==> config.mk <==
export PLATFORM = sky130hd
export DESIGN_NAME = turn_sequencer
export DESIGN_NICKNAME = d
export VERILOG_FILES = /design/src/rtl/turn_sequencer_pkg.sv /design/src/rtl/turn_sequencer_capture_detect.sv /design/src/rtl/turn_sequencer.sv
export SDC_FILE = /design/constraint.sdc
export NUM_CORES = 1
export LEC_CHECK = 0
export CORE_AREA = 4 4 120 99
export DETAILED_ROUTE_END_ITERATION = 8
export DIE_AREA = 0 0 124 103
export GPL_ROUTABILITY_DRIVEN = 0
export SYNTH_ARGS = -nofsm -noshare
export SYNTH_HDL_FRONTEND = slang
export SYNTH_SLANG_ARGS = --single-unit
==> constraint.sdc <==
create_clock -name clk -period 11 [get_ports clk]
set_input_delay 2.2 -clock clk [delete_from_list [all_inputs] [get_ports clk]]
set_output_delay 2.2 -clock clk [all_outputs]
set_load 0.005 [all_outputs]
==> src/rtl/turn_sequencer_pkg.sv <==
// Shared definitions for the chicken race turn sequencer: track geometry,
// player-count limits, FSM state encoding and small helpers.
package turn_sequencer_pkg;

  localparam int NUM_TILES   = 24;
  localparam int MAX_PLAYERS = 4;
  localparam int POS_W       = 5;
  localparam int TAIL_W      = 3;

  localparam logic [2:0] N_MIN = 3'd2;
  localparam logic [2:0] N_MAX = 3'd4;

  typedef enum logic [2:0] {
    S_IDLE      = 3'd0,
    S_LOAD      = 3'd1,
    S_WAIT_FLIP = 3'd2,
    S_MOVE      = 3'd3,
    S_SETTLE    = 3'd4,
    S_CHECK     = 3'd5,
    S_NEXT      = 3'd6,
    S_WIN       = 3'd7
  } state_e;

  function automatic logic [2:0] clamp_players(input logic [4:0] n);
    logic [2:0] r;
    if (n < {2'b00, N_MIN}) begin
      r = N_MIN;
    end else if (n > {2'b00, N_MAX}) begin
      r = N_MAX;
    end else begin
      r = n[2:0];
    end
    return r;
  endfunction

  // Every active player starts the game owning exactly its own tail.
  function automatic logic [MAX_PLAYERS*TAIL_W-1:0] init_tails(input logic [2:0] n);
    logic [MAX_PLAYERS*TAIL_W-1:0] t;
    t = {(MAX_PLAYERS*TAIL_W){1'b0}};
    for (int k = 0; k < MAX_PLAYERS; k++) begin
      if (k < int'(n)) begin
        t[k*TAIL_W +: TAIL_W] = 3'd1;
      end else begin
        t[k*TAIL_W +: TAIL_W] = 3'd0;
      end
    end
    return t;
  endfunction

endpackage

==> src/rtl/turn_sequencer_capture_detect.sv <==
// Finds the lowest-index active opponent that still holds tails and shares
// the current player's tile.
module turn_sequencer_capture_detect
  import turn_sequencer_pkg::*;
(
  input  logic [MAX_PLAYERS*POS_W-1:0]  pos,
  input  logic [1:0]                    cur_player,
  input  logic [2:0]                    num_players,
  input  logic [MAX_PLAYERS*TAIL_W-1:0] tails,
  output logic                          hit,
  output logic [1:0]                    victim
);

  logic [POS_W-1:0] cur_pos;

  always_comb begin
    hit     = 1'b0;
    victim  = 2'd0;
    cur_pos = pos[cur_player*POS_W +: POS_W];
    for (int j = 0; j < MAX_PLAYERS; j++) begin
      if (!hit && (j != int'(cur_player)) && (j < int'(num_players)) &&
          (tails[j*TAIL_W +: TAIL_W] != 3'd0) &&
          (pos[j*POS_W +: POS_W] == cur_pos)) begin
        hit    = 1'b1;
        victim = 2'(j);
      end else begin
        hit    = hit;
      end
    end
  end

endmodule

==> src/rtl/turn_sequencer.sv <==
// Game-flow controller: sequences turns, strobes the position counters,
// resolves tail captures and declares the winner.
module turn_sequencer
  import turn_sequencer_pkg::*;
(
  input  logic        clk,
  input  logic        rst,
  input  logic        start,
  input  logic [4:0]  N,
  input  logic        flip_valid,
  input  logic        flip_match,
  input  logic [19:0] pos,
  output logic        pos_load,
  output logic [3:0]  p_da,
  output logic        move_stb,
  output logic [1:0]  cur_player,
  output logic [11:0] tails,
  output logic [7:0]  turn_cnt,
  output logic [2:0]  winner,
  output logic        game_over
);

  state_e      state_q, state_d;
  logic [2:0]  n_q, n_d;
  logic [1:0]  cur_q, cur_d;
  logic [11:0] tails_q, tails_d;
  logic [7:0]  turn_q, turn_d;
  logic [2:0]  winner_q, winner_d;
  logic [3:0]  p_da_q, p_da_d;
  logic        move_stb_q, move_stb_d;
  logic        pos_load_q, pos_load_d;
  logic        game_over_q, game_over_d;

  logic              hit;
  logic [1:0]        victim;
  logic [TAIL_W-1:0] cur_tails;
  logic [TAIL_W-1:0] vic_tails;

  turn_sequencer_capture_detect u_capture (
    .pos         (pos),
    .cur_player  (cur_q),
    .num_players (n_q),
    .tails       (tails_q),
    .hit         (hit),
    .victim      (victim)
  );

  always_comb begin
    state_d   = state_q;
    n_d       = n_q;
    cur_d     = cur_q;
    tails_d   = tails_q;
    turn_d    = turn_q;
    winner_d  = winner_q;
    cur_tails = tails_q[cur_q*TAIL_W +: TAIL_W];
    vic_tails = tails_q[victim*TAIL_W +: TAIL_W];

    case (state_q)
      S_IDLE, S_WIN: begin
        if (start) begin
          state_d  = S_LOAD;
          n_d      = clamp_players(N);
          cur_d    = 2'd0;
          tails_d  = init_tails(clamp_players(N));
          turn_d   = 8'd0;
          winner_d = 3'd0;
        end else begin
          state_d = state_q;
        end
      end
      S_LOAD:   state_d = S_WAIT_FLIP;
      S_WAIT_FLIP: begin
        if (flip_valid) begin
          state_d = flip_match ? S_MOVE : S_NEXT;
        end else begin
          state_d = S_WAIT_FLIP;
        end
      end
      S_MOVE:   state_d = S_SETTLE;
      S_SETTLE: state_d = S_CHECK;
      S_CHECK: begin
        // At most one victim per move; the mover absorbs all of its tails.
        if (hit) begin
          cur_tails = cur_tails + vic_tails;
          tails_d[victim*TAIL_W +: TAIL_W] = 3'd0;
          tails_d[cur_q*TAIL_W +: TAIL_W]  = cur_tails;
        end else begin
          cur_tails = cur_tails;
        end
        if (cur_tails == n_q) begin
          state_d  = S_WIN;
          winner_d = {1'b0, cur_q} + 3'd1;
        end else begin
          state_d = S_WAIT_FLIP;
        end
      end
      S_NEXT: begin
        state_d = S_WAIT_FLIP;
        if (({1'b0, cur_q} + 3'd1) >= n_q) begin
          cur_d = 2'd0;
        end else begin
          cur_d = cur_q + 2'd1;
        end
        if (turn_q != 8'hFF) begin
          turn_d = turn_q + 8'd1;
        end else begin
          turn_d = turn_q;
        end
      end
      default: state_d = S_IDLE;
    endcase

    // Outputs are registered, so they are decoded from the upcoming state.
    if ((state_d == S_WAIT_FLIP) || (state_d == S_MOVE) ||
        (state_d == S_SETTLE) || (state_d == S_CHECK)) begin
      p_da_d = 4'b0001 << cur_d;
    end else begin
      p_da_d = 4'b0000;
    end
    move_stb_d  = (state_d == S_MOVE);
    pos_load_d  = (state_d == S_LOAD);
    game_over_d = (state_d == S_WIN);
  end

  always_ff @(posedge clk) begin
    if (rst) begin
      state_q     <= S_IDLE;
      n_q         <= N_MIN;
      cur_q       <= 2'd0;
      tails_q     <= 12'b001_001_001_001;
      turn_q      <= 8'd0;
      winner_q    <= 3'd0;
      p_da_q      <= 4'b0000;
      move_stb_q  <= 1'b0;
      pos_load_q  <= 1'b0;
      game_over_q <= 1'b0;
    end else begin
      state_q     <= state_d;
      n_q         <= n_d;
      cur_q       <= cur_d;
      tails_q     <= tails_d;
      turn_q      <= turn_d;
      winner_q    <= winner_d;
      p_da_q      <= p_da_d;
      move_stb_q  <= move_stb_d;
      pos_load_q  <= pos_load_d;
      game_over_q <= game_over_d;
    end
  end

  assign pos_load   = pos_load_q;
  assign p_da       = p_da_q;
  assign move_stb   = move_stb_q;
  assign cur_player = cur_q;
  assign tails      = tails_q;
  assign turn_cnt   = turn_q;
  assign winner     = winner_q;
  assign game_over  = game_over_q;

endmodule

=== Word-level counts from Yosys, hierarchy flattened ===
Index checks and enable logic that the tools add are counted.

* Register bits after elaboration: 38
* Bits in latches: 0
* Bits in writable memories: 0
* Memory bits (read-only): 0
* Input port bits: 30
* Output and inout bits: 32
* Memories: 0

* Add/subtract/negate cells: 6
* Multipliers: 3
* Divide/modulo/power cells: 0
* $lt $le $gt $ge: 11
* Eq/ne operators: 26
* Shift-type cells: 8
* Muxes and demuxes: 36
* Bitwise operators: 1
* Reductions and logical operators: 36

{| class="wikitable"
|+ Operator list
! cell !! number
|-
| $neg A4 Y34 || 2
|-
| $shift A3 B34 Y12 const A || 2
|-
| $mux W3 || 12
|-
| $shiftx A3 B34 Y12 || 1
|-
| $shiftx A3 B34 Y12 const A || 1
|-
| $bwmux W12 || 2
|-
| $mux W12 || 2
|-
| $pmux W12 S2 || 1
|-
| $shiftx A12 B5 Y3 || 2
|-
| $eq A3 B3 Y1 const B || 7
|-
| $eq A5 B5 Y1 || 4
|-
| $shiftx A20 B6 Y5 || 1
|-
| $pmux W3 S6 || 1
|-
| $mux W8 || 2
|-
| $pmux W8 S2 || 1
|-
| $logic_and A1 B1 Y1 || 15
|-
| $eq A3 B2 Y1 const B || 4
|-
| $lt A1 B3 Y1 const A || 4
|-
| $lt A2 B3 Y1 const A || 4
|-
| $reduce_bool A3 Y1 || 4
|-
| $mux W1 || 9
|-
| $reduce_and A3 Y1 || 3
|-
| $add A8 B1 Y8 const B || 1
|-
| $mul A2 B2 Y4 const B || 2
|-
| 24 further kinds || 40
|}

=== Logic depth before layout (Yosys ltp) ===
* Word-level depth: 37
* Mapped depth: 21

=== Hierarchy ===
Synthesis repeated with hierarchy kept, for this count alone.

* Cell total of the unflattened synthesis: 340
* Area, all modules: 2931.6 µm²

{| class="wikitable"
|+ By module, submodules not included
! module !! times used !! cells an instance !! area an instance (µm²) !! seq. area each (µm²)
|-
| turn_sequencer || 1 || 234 || 2128.3 || 760.7
|-
| turn_sequencer_capture_detect || 1 || 106 || 803.3 || 0.0
|}

=== Least setup slack after synthesis ===
Ideal clock, no wire load.

* Path type: input to register
* From: input port pos[6]
* To: register winner_q[0], in the netlist winner[0]
* Library setup time: 72 ps
* Data arrival time: 5731 ps
* Data required time: 10928 ps
* Setup slack: 5198 ps
* Stages: 19
* Path through: clkbuf_1 > xor2_1 > nor4_1 > a21oi_1 > a211o_1 > a21boi_2 > and3_1 > a222oi_1 > o21ai_0 > ha_1 > inv_1 > fa_1 > nand2b_1 > a221o_1 > nand2_1 > nand3_1 > mux2i_1 > buf_4 > mux2i_1

* Word-level cells in the longest chain between the ends: 30
* Elaborated cells between the ends (all ways): 36
* Those cells by class: add/sub: 1; mul: 1; eq/ne: 6; shift: 2; mux: 9; reduce/logical: 17

{| class="wikitable"
|+ RTL lines
! element !! RTL line !! RTL
|-
| start, declared || turn_sequencer.sv:12 || <nowiki>input logic [19:0] pos,</nowiki>
|-
| $shiftx A20 B6 Y5 || turn_sequencer_capture_detect.sv:19 || <nowiki>cur_pos = pos[cur_player*POS_W +: POS_W];</nowiki>
|-
| $eq A5 B5 Y1 || turn_sequencer_capture_detect.sv:23 || <nowiki>(pos[j*POS_W +: POS_W] == cur_pos)) begin</nowiki>
|-
| $logic_and A1 B1 Y1 || turn_sequencer_capture_detect.sv:22 || <nowiki>(tails[j*TAIL_W +: TAIL_W] != 3'd0) &&</nowiki>
|-
| $mux W1 || turn_sequencer_capture_detect.sv:21 || <nowiki>if (!hit && (j != int'(cur_player)) && (j < int'(num_players)) &&</nowiki>
|-
| $logic_not A1 Y1 || turn_sequencer_capture_detect.sv:21 ||
|-
| $logic_and A1 B1 Y1 (3 in series) || turn_sequencer_capture_detect.sv:21 ||
|-
| $logic_and A1 B1 Y1 || turn_sequencer_capture_detect.sv:22 ||
|-
| $mux W1 || turn_sequencer_capture_detect.sv:21 ||
|-
| (+12 left out) || - ||
|-
| $mul A2 B2 Y4 || turn_sequencer.sv:56 || <nowiki>vic_tails = tails_q[victim*TAIL_W +: TAIL_W];</nowiki>
|-
| $shiftx A12 B5 Y3 || turn_sequencer.sv:56 ||
|-
| $add A3 B3 Y3 || turn_sequencer.sv:84 || <nowiki>cur_tails = cur_tails + vic_tails;</nowiki>
|-
| $mux W3 * || turn_sequencer.sv:83 || <nowiki>if (hit) begin</nowiki>
|-
| $mux W3 * || turn_sequencer.sv:58 || <nowiki>case (state_q)</nowiki>
|-
| $eq A3 B3 Y1 * || turn_sequencer.sv:90 || <nowiki>if (cur_tails == n_q) begin</nowiki>
|-
| $ne A2 B2 Y1 (no source line) * || - ||
|-
| $reduce_and A3 Y1 (no source line) * || - ||
|-
| end signal, assigned || turn_sequencer.sv:143 || <nowiki>winner_q <= winner_d;</nowiki>
|-
| end, declared || turn_sequencer.sv:28 || <nowiki>logic [2:0] winner_q, winner_d;</nowiki>
|}

Every way passes the cells marked *; elsewhere a longest branch is shown, timed or not. The select of a mux whose other input is x is not followed.
A chain may end at the register's enable or synchronous reset.

=== Worst setup path after layout ===
* From: input port pos[4]
* To: register winner_q[0], in the netlist winner[0]

Same word-level chain as after synthesis.

==> results.tsv <==
metric	value	unit
grt_pass1_vias	2858	
io_buffer_count	61	
hold_ws	0.467	ns
avgSynthCellArea	8.07	um2
fin_crit	6.94	ns
htreeDepth	2	
dp_hpwl	6790	um
die_w	124	um
postCtsSetupBuffers	0	
path_depth	18	
crit_path_end_kind	flop	
fp.coreArea	0.0107	mm2
synth.area.mux_share	8.29	%
dr.pass1.iters	5	
clockBufferDepth	2	
start_util	28.4	%
p_leak	1.35	nW
layout_commonest_cell	clkdlybuf4s50_1	
area_growth	29.4	%
nFillCells	1081	
r2r_cells	19	
synth_cells	376	
syn_nets	418	
startpoint	pos[4]	
nNetsFinal	471	
drv_cap	0	
grt_pass1_wl	14600	um
post_drt_wl_per_cell	15.6	um
grt.total_usage	14.3	%
drtIter0Drc	265	
synth_top_family_by_area	simple AND/OR/NAND/NOR gates	
r2r_end	winner[0]	
ys_warn_count	0	
synth_seq_cells	38	
synth_area	0.00304	mm2
min_from	winner[2]	
slew_headroom	30.1	%
antenna_found_initial	0	
critical_path.cell_chain	clkdlybuf4s50_1 -> xor2_1 -> nor4_1 -> a21oi_1 -> a211o_1 -> a21boi_2 -> and3_1 -> a222oi_1 -> o21ai_0 -> ha_1 -> inv_1 -> fa_1 -> nand2b_1 -> a221o_1 -> nand2_1 -> nand3_1 -> mux2i_1 -> mux2i_1	
fmax	144	MHz
netlist.area_leader.share	25.1	%
max_stage_delay	0.79	ns
vias	3013	
yosys-top-cells-area	dfxtp_1, xor2_1, mux2i_1	
cts_resized	0	
dieHeight	103	um
ioPinCount	62	
skew	0.00385	ns
worst_path_most_repeated_cell	mux2i_1	
critical_path_buf_inv_count	2	
r2r_setup_slack	5.19	ns
cts_tree	built	
synth_cell_types	63	
most-common-layout-cells	clkdlybuf4s50_1, dfxtp_1, nand2_1	
drcViolationCount	0	
clockRootBuffer	clkbuf_16	
hold_path_class	flop to flop	
setup_violations	0	
via_per_inst	5.25	
maxSlewViolCount	0	
postRouteAntennaNets	0	
synth-main-ff-cell	dfxtp_1	
cpMaxStageDelayCell	mux2i_1	
hold_buffers	0	
drive_gt1_share	5.81	%
wirelength	8950	um
synth_top_cell_by_area	dfxtp_1	
r2r-start	cur_player[1]	
crit_type	primary input to flop	
synth-simple-area-share	24.9	%
synthAdderAreaFrac	5.19	%
cellPowerDensity	119	mW/mm2
rsz0062_at_grt	false	
die_area	0.0128	mm2
path_delay_family	compound AO/OA/AOI/OAI gates	
clkLatencyLatePin	0.28	ns
n_antenna_cell	0	
synth_edf_count	0	
synth-seq-area-share	25.1	%
worstMarginPinSlew	1.05	ns
finalCritPeriodShare	63.1	%
start_kind	primary input	
path_max_fanout	11	
setup_tns	0	ns
async_reset_ff_share	0	%
ir_drop	0.0790	mV
worstPathArrival	7.16	ns
hold_violations	0	
cts_buffers	5	
numClockSinks	38	
status	completed	
rows	34	
synthXorXnorAreaFrac	12.4	%
required	11.21	ns
synth-compound-area-share	19.7	%
grt_max_degree	29	
grt.overflow.total	0	
crit_end	winner[0]	
clkSlewWorstSetupHoldPaths	0.06	ns
-- report_power, final --
group	internal (mW)	switching (mW)	total [mW]	leakage, nW
sequential	0.146	0.0130	0.159	0.308
combinational	0.0634	0.0797	0.143	0.967
clock	0.107	0.0593	0.166	0.0760
total	0.316	0.152	0.468	1.35
-- sequential cells by signal, indices dropped and copies added, names as in the netlist --
register	flops
p_da	4
cur_player	2
move_stb	1
game_over	1
winner	3
state_q	3
turn_cnt	8
n_q	3
pos_load	1
tails	12
-- how the worst min path moves through the flow --
stage               depth (start not counted)        end
CTS                                         2  winner[2]
floorplan                                   2  winner[0]
global placement                            2  winner[1]
detailed placement                          2  winner[2]
finish                                      2  winner[2]
global route                                2  winner[0]
-- synth_stat cells, types with 3 or more instances --
library cell,count
a211o_1,5
a211oi_1,5
a21o_1,3
a21oi_1,22
a22oi_1,3
a31oi_1,4
and2_1,3
and3_1,3
clkbuf_1,12
dfxtp_1,38
ha_1,11
inv_1,15
mux2i_1,15
mux4_2,3
nand2_1,34
nand2b_1,11
nand3_1,11
nand3b_1,6
nand4_1,4
nor2_1,33
nor3_1,20
o21a_1,3
o21ai_0,7
o21bai_1,3
o22ai_1,4
or2_2,4
or3_1,5
xnor2_1,15
xor2_1,28
-- tightest hold or removal path, cell delays in order (launching register included) --
cell and delay, ns:
dfxtp_1 0.32, nand2_1 0.05, mux2i_1 0.05
-- layer usage --
layer | vias to the layer above | GRT usage [%] | share of wire [%]
met3 | 12 | 3.40 | 7.8
met2 | 128 | 21.5 | 43
met4 | 0 | 2.61 | 1.0
met5 | - | 0 | 0
met1 | 1417 | 20.9 | 49
li1 | 1456 | - | -
-- metrics by stage --
step | total power [mW] | area [um2] | setup slack (ns) | utilization [%] | instances
after global placement | 0.300 | 3760 | 3.92 | 35.2 | 566
final | 0.468 | 3930 | 4.06 | 36.8 | 574
after detailed placement | 0.301 | 3760 | 3.76 | 35.2 | 566
after floorplan | 0.253 | 3040 | 5.20 | - | 376
after CTS | 0.469 | 3930 | 4.06 | 36.8 | 574
after global routing | 0.495 | 3930 | 3.56 | 36.8 | 574
-- cell families (layout without fill, tap and decap cells) --
kind of cell / count (synthesis) / after routing
buf+inv: 32 / 86
simple gates: 148 / 148
mux: 20 / 20
flops: 38 / 38
fa+ha+maj: 12 / 12
xor+xnor: 43 / 43
compound gates: 83 / 83
-- layout make-up --
type                    instances  area, um2  share of cell area [%]
clock buffers                   5        125                    3.19
clock inverters                 3       45.0                    1.15
inverters                      16       60.1                    1.53
multi-input cells             306       2140                    54.4
flip-flops and latches         38        761                    19.4
well taps                     144        180                    4.59
repair buffers                 62        618                    15.7
Power figures use the tool's default switching activity.
